===== src/rtl/rr_lock_arbiter_pkg.sv =====
// Shared constants and width helpers for the round-robin lock arbiter.
package arb_pkg;

  localparam int MAX_CH = 16;

  function automatic int clog2(input int n);
    int r;
    r = 0;
    for (int i = 0; i < MAX_CH; i++) begin
      if ((1 << i) < n) r = i + 1;
    end
    return r;
  endfunction

  // Index width never collapses to zero, even for a single channel.
  function automatic int chosen_w(input int n);
    return (clog2(n) < 1) ? 1 : clog2(n);
  endfunction

endpackage


===== src/rtl/rr_lock_arbiter_if.sv =====
// Handshake bundle between N producers, the arbiter and one shared consumer.
interface rr_lock_arbiter_if
  import arb_pkg::*;
#(
  parameter int N_INPUTS = 4,
  parameter int DATA_W   = 8
);
  localparam int CHOSEN_W = chosen_w(N_INPUTS);

  logic [N_INPUTS-1:0]        io_in_valid;
  logic [N_INPUTS-1:0]        io_in_ready;
  logic [N_INPUTS*DATA_W-1:0] io_in_bits;
  logic [N_INPUTS-1:0]        io_in_last;
  logic                       io_out_ready;
  logic                       io_out_valid;
  logic [DATA_W-1:0]          io_out_bits;
  logic                       io_out_last;
  logic [CHOSEN_W-1:0]        io_out_chosen;

  modport master (
    output io_in_valid, io_in_bits, io_in_last, io_out_ready,
    input  io_in_ready, io_out_valid, io_out_bits, io_out_last, io_out_chosen
  );

  modport slave (
    input  io_in_valid, io_in_bits, io_in_last, io_out_ready,
    output io_in_ready, io_out_valid, io_out_bits, io_out_last, io_out_chosen
  );

endinterface


===== src/rtl/rr_lock_arbiter_pick.sv =====
// Rotating-priority picker: first set req bit strictly after ptr, wrapping at N-1.
module rr_priority_pick #(
  parameter int N = 4,
  parameter int W = 2
) (
  input  logic [N-1:0] req,
  input  logic [W-1:0] ptr,
  output logic [N-1:0] grant_onehot,
  output logic [W-1:0] grant_idx,
  output logic         any
);

  logic [W-1:0]   start;
  logic [N-1:0]   mask;
  logic [2*N-1:0] dbl;

  always_comb begin
    // Explicit wrap so non power-of-two N never lands on a phantom index.
    start = (ptr == W'(N - 1)) ? '0 : ptr + 1'b1;
    for (int i = 0; i < N; i++) mask[i] = (W'(i) >= start);
    dbl = {req, req & mask};

    any       = 1'b0;
    grant_idx = '0;
    for (int i = 0; i < 2 * N; i++) begin
      if (!any && dbl[i]) begin
        any       = 1'b1;
        grant_idx = (i >= N) ? W'(i - N) : W'(i);
      end
    end

    for (int j = 0; j < N; j++) grant_onehot[j] = any && (grant_idx == W'(j));
  end

endmodule


===== src/rtl/rr_lock_arbiter.sv =====
// N-input round-robin arbiter with burst locking on !last and a registered output stage.
module rr_lock_arbiter
  import arb_pkg::*;
#(
  parameter int N_INPUTS = 4,
  parameter int DATA_W   = 8
) (
  input  logic              clk,
  input  logic              reset,
  rr_lock_arbiter_if.slave  io
);

  localparam int CHOSEN_W = chosen_w(N_INPUTS);

  logic [CHOSEN_W-1:0] ptr;
  logic                locked;
  logic [CHOSEN_W-1:0] lock_ch;

  logic                out_valid;
  logic [DATA_W-1:0]   out_bits;
  logic                out_last;
  logic [CHOSEN_W-1:0] out_chosen;

  logic [N_INPUTS-1:0] lock_mask;
  logic [N_INPUTS-1:0] req;
  logic [N_INPUTS-1:0] grant_onehot;
  logic [CHOSEN_W-1:0] grant_idx;
  logic                grant_any;
  logic                can_take;
  logic                accept;
  logic [DATA_W-1:0]   sel_bits;
  logic                sel_last;

  // While locked only the lock owner may compete, so the picker sees at most one request.
  always_comb begin
    for (int j = 0; j < N_INPUTS; j++) lock_mask[j] = (lock_ch == CHOSEN_W'(j));
    req = locked ? (io.io_in_valid & lock_mask) : io.io_in_valid;
  end

  rr_priority_pick #(
    .N (N_INPUTS),
    .W (CHOSEN_W)
  ) u_pick (
    .req          (req),
    .ptr          (ptr),
    .grant_onehot (grant_onehot),
    .grant_idx    (grant_idx),
    .any          (grant_any)
  );

  assign can_take       = !out_valid || io.io_out_ready;
  assign accept         = grant_any && can_take;
  assign io.io_in_ready = grant_onehot & {N_INPUTS{can_take}};

  always_comb begin
    sel_bits = '0;
    sel_last = 1'b0;
    for (int j = 0; j < N_INPUTS; j++) begin
      if (grant_onehot[j]) begin
        sel_bits = io.io_in_bits[j*DATA_W +: DATA_W];
        sel_last = io.io_in_last[j];
      end
    end
  end

  always_ff @(posedge clk or posedge reset) begin
    if (reset) begin
      ptr        <= CHOSEN_W'(N_INPUTS - 1);
      locked     <= 1'b0;
      lock_ch    <= '0;
      out_valid  <= 1'b0;
      out_bits   <= '0;
      out_last   <= 1'b0;
      out_chosen <= '0;
    end else if (accept) begin
      ptr        <= grant_idx;
      locked     <= !sel_last;
      if (!sel_last) lock_ch <= grant_idx;
      out_valid  <= 1'b1;
      out_bits   <= sel_bits;
      out_last   <= sel_last;
      out_chosen <= grant_idx;
    end else if (io.io_out_ready) begin
      out_valid  <= 1'b0;
    end
  end

  assign io.io_out_valid  = out_valid;
  assign io.io_out_bits   = out_bits;
  assign io.io_out_last   = out_last;
  assign io.io_out_chosen = out_chosen;

endmodule


===== src/flat_wrapper.sv =====
// flat-port wrapper written by rule: the top's interface ports become plain ports
module rr_lock_arbiter_flat import arb_pkg::*;
#(
  parameter int N_INPUTS = 4,
  parameter int DATA_W   = 8
)
  (clk, reset, io_io_in_valid, io_io_in_bits, io_io_in_last, io_io_out_ready, io_io_in_ready, io_io_out_valid, io_io_out_bits, io_io_out_last, io_io_out_chosen);
  rr_lock_arbiter_if #(.N_INPUTS(N_INPUTS), .DATA_W(DATA_W)) io_i ();
  input  logic clk;
  input  logic reset;
  input wire logic [$bits(io_i.io_in_valid)-1:0] io_io_in_valid;
  input wire logic [$bits(io_i.io_in_bits)-1:0] io_io_in_bits;
  input wire logic [$bits(io_i.io_in_last)-1:0] io_io_in_last;
  input wire logic [$bits(io_i.io_out_ready)-1:0] io_io_out_ready;
  output wire logic [$bits(io_i.io_in_ready)-1:0] io_io_in_ready;
  output wire logic [$bits(io_i.io_out_valid)-1:0] io_io_out_valid;
  output wire logic [$bits(io_i.io_out_bits)-1:0] io_io_out_bits;
  output wire logic [$bits(io_i.io_out_last)-1:0] io_io_out_last;
  output wire logic [$bits(io_i.io_out_chosen)-1:0] io_io_out_chosen;
  assign io_i.io_in_valid = io_io_in_valid;
  assign io_i.io_in_bits = io_io_in_bits;
  assign io_i.io_in_last = io_io_in_last;
  assign io_i.io_out_ready = io_io_out_ready;
  assign io_io_in_ready = io_i.io_in_ready;
  assign io_io_out_valid = io_i.io_out_valid;
  assign io_io_out_bits = io_i.io_out_bits;
  assign io_io_out_last = io_i.io_out_last;
  assign io_io_out_chosen = io_i.io_out_chosen;
  rr_lock_arbiter #(.N_INPUTS(N_INPUTS), .DATA_W(DATA_W)) u_core (.clk(clk), .reset(reset), .io(io_i));
endmodule

===== config.mk =====
export PLATFORM = sky130hd
export DESIGN_NAME = rr_lock_arbiter_flat
export DESIGN_NICKNAME = d
export VERILOG_FILES = /design/src/rtl/rr_lock_arbiter_pkg.sv /design/src/rtl/rr_lock_arbiter_if.sv /design/src/rtl/rr_lock_arbiter_pick.sv /design/src/rtl/rr_lock_arbiter.sv /design/src/flat_wrapper.sv
export SDC_FILE = /design/constraint.sdc
export NUM_CORES = 1
export LEC_CHECK = 0
export BUFFER_PORTS_ARGS = -buffer_cell sky130_fd_sc_hd__buf_2
export CORE_ASPECT_RATIO = 0.8
export CORE_UTILIZATION = 30
export DETAILED_ROUTE_END_ITERATION = 7
export PLACE_DENSITY = 0.58
export SYNTH_ARGS = -nofsm -noshare
export SYNTH_HDL_FRONTEND = slang
export SYNTH_SLANG_ARGS = --single-unit
export TNS_END_PERCENT = 1

===== constraint.sdc =====
create_clock -name clk -period 4 [get_ports clk]
set_input_delay 0.8 -clock clk [delete_from_list [all_inputs] [get_ports clk]]
set_output_delay 0.8 -clock clk [all_outputs]
set_load 0.02 [all_outputs]

# Word level (Yosys, flattened, before mapping)
# Cells that the tools add are included.
# op_classes
addsub	1
mul	0
div_mod_pow	0
magnitude_cmp	4
n_eq_ne	7
shift	0
n_mux	27
n_bitwise	4
n_reduce_logical	26
# ops
op	count
$mux 8	4
$mux 1	15
$mux 2	7
$and 4x4->4	3
$logic_and 1x1->1	12
$eq 2x2->1 const B	5
$logic_not 1->1	9
$eq 2x1->1 const B	2
$ge 1x2->1 const A	2
$ge 2x2->1 const A	2
$logic_not 2->1	2
$mux 4	1
$add 2x1->2 const B	1
$reduce_and 2->1	1
$reduce_bool 2->1	1
$logic_or 1x1->1	1
$not 1->1	1
# word_totals
register_bits	17
latchBits	0
mem_bits_rw	0
rom_bits	0
inputBits	43
output_inout_bits	16
elab_cells	76
memories	0

# Depth between registers and ports, before layout
# depth
word_depth	34
mapped_depth	10
ltp_nobuf	9

# By module
# Synthesis repeated with hierarchy kept, for this count alone.
# unflattened
hier_cells	132
hier_area_um2	1137.3
# by_module_without_submodules
mod	n_inst	cells_per_inst	area_each_um2	seq_area_each_um2
rr_lock_arbiter	1	112	977.2	427.9
rr_priority_pick	1	20	160.2	0.0

# Worst setup path before layout
# No wires, ideal clock.
# synth_path
path_kind	in2out
startpoint	in io_io_in_valid[3]
endpoint	out io_io_in_ready[3]
t_arrival_ns	2.193
required_time_ns	3.200
path_slack_ns	1.007
path_stages	7
path_buffers	2
path_cell_list	nand2b_1 a21boi_2 o211a_4 o21ai_2 buf_6 buf_4 nor3_1
# synth_via
elab_chain_len	20
elab_cells_between_ends	25
classes_between	eq/ne (1); mux (11); bitwise (3); reduce/logical (10)
# synth_lines
item	line_no	text
start, declared	flat_wrapper.sv:11	input wire logic [$bits(io_i.io_in_valid)-1:0] io_io_in_valid;
$and 4x4->4	rr_lock_arbiter.sv:37	req = locked ? (io.io_in_valid & lock_mask) : io.io_in_valid;
$mux 4 (*)	rr_lock_arbiter.sv:37	
$and 4x4->4	rr_lock_arbiter_pick.sv:21	dbl = {req, req & mask};
$logic_and 1x1->1	rr_lock_arbiter_pick.sv:26	if (!any && dbl[i]) begin
$mux 1	rr_lock_arbiter_pick.sv:26	
$logic_not 1->1	rr_lock_arbiter_pick.sv:26	
$logic_and 1x1->1	rr_lock_arbiter_pick.sv:26	
$mux 1	rr_lock_arbiter_pick.sv:26	
[... 4 more ...]	--	
$logic_and 1x1->1	rr_lock_arbiter_pick.sv:26	
$mux 1	rr_lock_arbiter_pick.sv:26	
$logic_not 1->1	rr_lock_arbiter_pick.sv:26	
$logic_and 1x1->1	rr_lock_arbiter_pick.sv:26	
$mux 2	rr_lock_arbiter_pick.sv:26	
$eq 2x2->1	rr_lock_arbiter_pick.sv:32	for (int j = 0; j < N; j++) grant_onehot[j] = any && (grant_idx == W'(j));
$logic_and 1x1->1 (*)	rr_lock_arbiter_pick.sv:32	
$and 4x4->4 (*)	rr_lock_arbiter.sv:53	assign io.io_in_ready = grant_onehot & {N_INPUTS{can_take}};
end, declared	flat_wrapper.sv:15	output wire logic [$bits(io_i.io_in_ready)-1:0] io_io_in_ready;
# Mark *: on every way between the ends. The rest lies on a longest branch, timed or not.

# Worst setup path after layout
# layout_path
startpoint	reg u_core.ptr[0]
endpoint	out io_io_in_ready[2]
# layout_via
elab_chain_len	29
elab_cells_between_ends	40
classes_between	add/sub (1); order compare (4); eq/ne (2); mux (16); bitwise (2); reduce/logical (15)
# layout_lines
item	line_no	text
start, declared	rr_lock_arbiter.sv:15	logic [CHOSEN_W-1:0] ptr;
start signal, assigned	rr_lock_arbiter.sv:68	ptr <= CHOSEN_W'(N_INPUTS - 1);
start signal, assigned	rr_lock_arbiter.sv:76	ptr <= grant_idx;
$add 2x1->2 or $eq 2x2->1 (tied branches)	rr_lock_arbiter_pick.sv:19	start = (ptr == W'(N - 1)) ? '0 : ptr + 1'b1;
$mux 2 (*)	rr_lock_arbiter_pick.sv:19	
$ge 1x2->1	rr_lock_arbiter_pick.sv:20	for (int i = 0; i < N; i++) mask[i] = (W'(i) >= start);
$and 4x4->4 (*)	rr_lock_arbiter_pick.sv:21	
$mux 1	rr_lock_arbiter_pick.sv:26	
$logic_not 1->1	rr_lock_arbiter_pick.sv:26	
$logic_and 1x1->1	rr_lock_arbiter_pick.sv:26	
$mux 1	rr_lock_arbiter_pick.sv:26	
[... 13 more ...]	--	
$logic_and 1x1->1	rr_lock_arbiter_pick.sv:26	
$mux 1	rr_lock_arbiter_pick.sv:26	
$logic_not 1->1	rr_lock_arbiter_pick.sv:26	
$logic_and 1x1->1	rr_lock_arbiter_pick.sv:26	
$mux 2	rr_lock_arbiter_pick.sv:26	
$eq 2x2->1	rr_lock_arbiter_pick.sv:32	
$logic_and 1x1->1 (*)	rr_lock_arbiter_pick.sv:32	
$and 4x4->4 (*)	rr_lock_arbiter.sv:53	
# Marks and branches as above.

==> results.json <==
{
  "ys_ff_latch": 17,
  "slew_violations": 0,
  "tightest_slew_ns": 0.6625,
  "tns_ns": 0,
  "finClkSkew_ns": 0.009353,
  "end_kind": "output pin",
  "maxCapViolCount": 0,
  "io-pin-count": 59,
  "numCtsBuffers": 3,
  "io_buffers": 58,
  "ys_types": 35,
  "synth_compound_area_share_pct": 22.50,
  "n_antenna_cell": 0,
  "fin_nets": 215,
  "nFillCells": 368,
  "period_minus_slack_ns": 3.328,
  "min_path_type": "reg -> reg",
  "core_um2": 3518,
  "muxShareOfSynthArea_pct": 21.30,
  "synthTopCellsByArea": "dfrtp_1, mux2_2, mux2i_1",
  "outcome": "completed",
  "antenna_found_initial": 0,
  "cts_max_level": 1,
  "via_per_inst": 4.948,
  "syn_area_per_cell_um2": 10.55,
  "clk_latency_ns": 0.26,
  "place.gp.congestion": 0.8239,
  "chipWidth_um": 70.92,
  "cts_resized": 0,
  "cts_tree": "done",
  "p_leak_nw": 0.7954,
  "synth_top_area_share_pct": 32.93,
  "drive_above_1_share_pct": 51.48,
  "grt_usage_pct": 14.78,
  "row_count": 19,
  "synth_top_family_by_area": "compound AO/OA/AOI/OAI gates",
  "post-route-period-util_pct": 83.21,
  "synthTopCellsByCount": "dfrtp_1, inv_1, mux2_2",
  "vias": 1044,
  "met1_length_um": 1266,
  "synth_fa_ha_area_share_pct": 2.195,
  "synthSimpleGateAreaFrac_pct": 10.65,
  "synthesis.area_um2": 1140,
  "power.density_nw_per_um2": 846.6,
  "ys_async_sr_fraction_pct": 100.0,
  "top_layer_used": "met4",
  "synth.most_common_cell": "dfrtp_1",
  "grt_pass1_vias": 1051,
  "clkTransAtPathRegs_ns": 0.07,
  "fmax_mhz": 300.5,
  "place_ws_ns": 0.7626,
  "initial_core_util_pct": 32.40,
  "min_path_cells": 1,
  "rsz0062_at_grt": "no",
  "reg2reg_depth": 9,
  "cp.arrival_ns": 2.53,
  "total_power_mw": 1.294,
  "yosys.area_share.xor_xnor_pct": 0,
  "area_growth_pct": 34.14,
  "grt-ovfl-total": 0,
  "die_area_um2": 4051,
  "grt_max_degree": 18,
  "setup_violations": 0,
  "drc": 0,
  "yosysTopAreaCell": "dfrtp_1",
  "cts_buffer_depth": 2,
  "drtIter0Drc": 56,
  "crit_type": "reg -> out",
  "ir_worst_vdd_v": 0.0003563,
  "synth_edf_count": 0,
  "cts-root-buf": "clkbuf_8",
  "path_max_fanout": 8,
  "multi_input_area_um2": 645.6,
  "cp.required_ns": 3.20,
  "wl_um": 2823,
  "maxSlewHeadroom_pct": 55.79,
  "dr_wl_met3_um": 186,
  "grt_pass1_wl_um": 4616,
  "synth_seq_area_share_pct": 37.54,
  "wire_per_inst_um": 13.38,
  "wl_met2_um": 1358,
  "syn_inst": 108,
  "reg2reg_slack_ns": 1.14,
  "first_pass_iters": 6,
  "synthFlopType": "dfrtp_1",
  "regArea_um2": 427.9,
  "synth_warnings": 0,
  "antenna_left": 0,
  "dp_hpwl_um": 2260,
  "fin_ws_ns": 0.6717,
  "synthesis.nets": 153,
  "postCtsSetupRepairBufs": 0,
  "ctsHoldBuffers": 0,
  "start_kind": "flop",
  "clock_sinks": 17,
  "hold_violations": 0,
  "fp.dieH_um": 57.13
}
## sequential cells by signal, indices dropped and copies added, names as in the netlist
name / count
u_core.lock_ch: 2
u_core.io.io_out_bits: 8
u_core.locked: 1
u_core.io.io_out_valid: 1
u_core.io.io_out_last: 1
u_core.io.io_out_chosen: 2
u_core.ptr: 2
## routing by layer
metal	global-route usage [%]	vias up
li1	-	516
met1	19.02	485
met2	24.59	41
met3	4.947	2
met4	2.857	0
met5	0	-
## kinds of logic after synthesis
group / after synthesis
compound gates: 32
mux: 19
flops: 17
fa+ha+maj: 2
buf+inv: 14
simple gates: 24
## where the power goes
part / leakage (nW) / switching [mW] / internal [mW]
sequential: 0.198 / 0.0686 / 0.266
combinational: 0.576 / 0.448 / 0.380
clock: 0.0217 / 0.0617 / 0.0701
## layout make-up
cell class                 instances  share of cell area (%)
multi-input combinational         77                   42.23
inverter                           9                   2.209
clock buffer                       3                   2.700
clock inverter                     1                  0.4910
timing repair buffer              62                   20.95
tap                               42                   3.437
sequential                        17                   27.99
## stage by stage
| stage | utilization (%) | hold slack (ns) | instances | instance area [µm²] |
|---|---|---|---|---|
| after floorplan | - | 0.5031 | 108 | 1140 |
| after global placement | 42.07 | 0.4580 | 207 | 1480 |
| after detailed placement | 42.07 | 0.4647 | 207 | 1480 |
| after CTS | 43.46 | 0.4845 | 211 | 1529 |
| after global routing | 43.46 | 0.5065 | 211 | 1529 |
| final | 43.46 | 0.4792 | 211 | 1529 |
## worst paths after layout
| kind | start | to |
|---|---|---|
| hold reg to reg | u_core.io.io_out_chosen[0] | u_core.io.io_out_chosen[0] |
| hold / removal | u_core.io.io_out_chosen[0] | u_core.io.io_out_chosen[0] |
| setup / recovery | u_core.ptr[0] | io_io_in_ready[2] |
| setup reg to reg | u_core.ptr[0] | u_core.lock_ch[0] |
| max in group asynchronous | reset | u_core.io.io_out_valid |
| min in group asynchronous | reset | u_core.io.io_out_bits[1] |
## worst max-delay path: stages, from the launching register on
cell and delay, ns:
dfstp_2 0.56, inv_1 0.05, ha_1 0.18, nor2b_1 0.16
a21oi_2 0.07, nor3_1 0.21, o221ai_1 0.26, nor2_1 0.44
and2_1 0.19, buf_2 0.16
## cells in the final DEF, fill, tap and decap left out, types with 3 or more instances in the layout
cell type and n:
inv_1 9, a21o_1 5, nor2_1 4, dfrtp_1 15, clkbuf_8 3, buf_4 4, nor3_1 4, nand2_1 5
a22oi_1 5, nand2b_1 6, mux2_2 9, o21ai_0 7, buf_2 58, mux2i_1 7
Power figures use the tool's default switching activity.
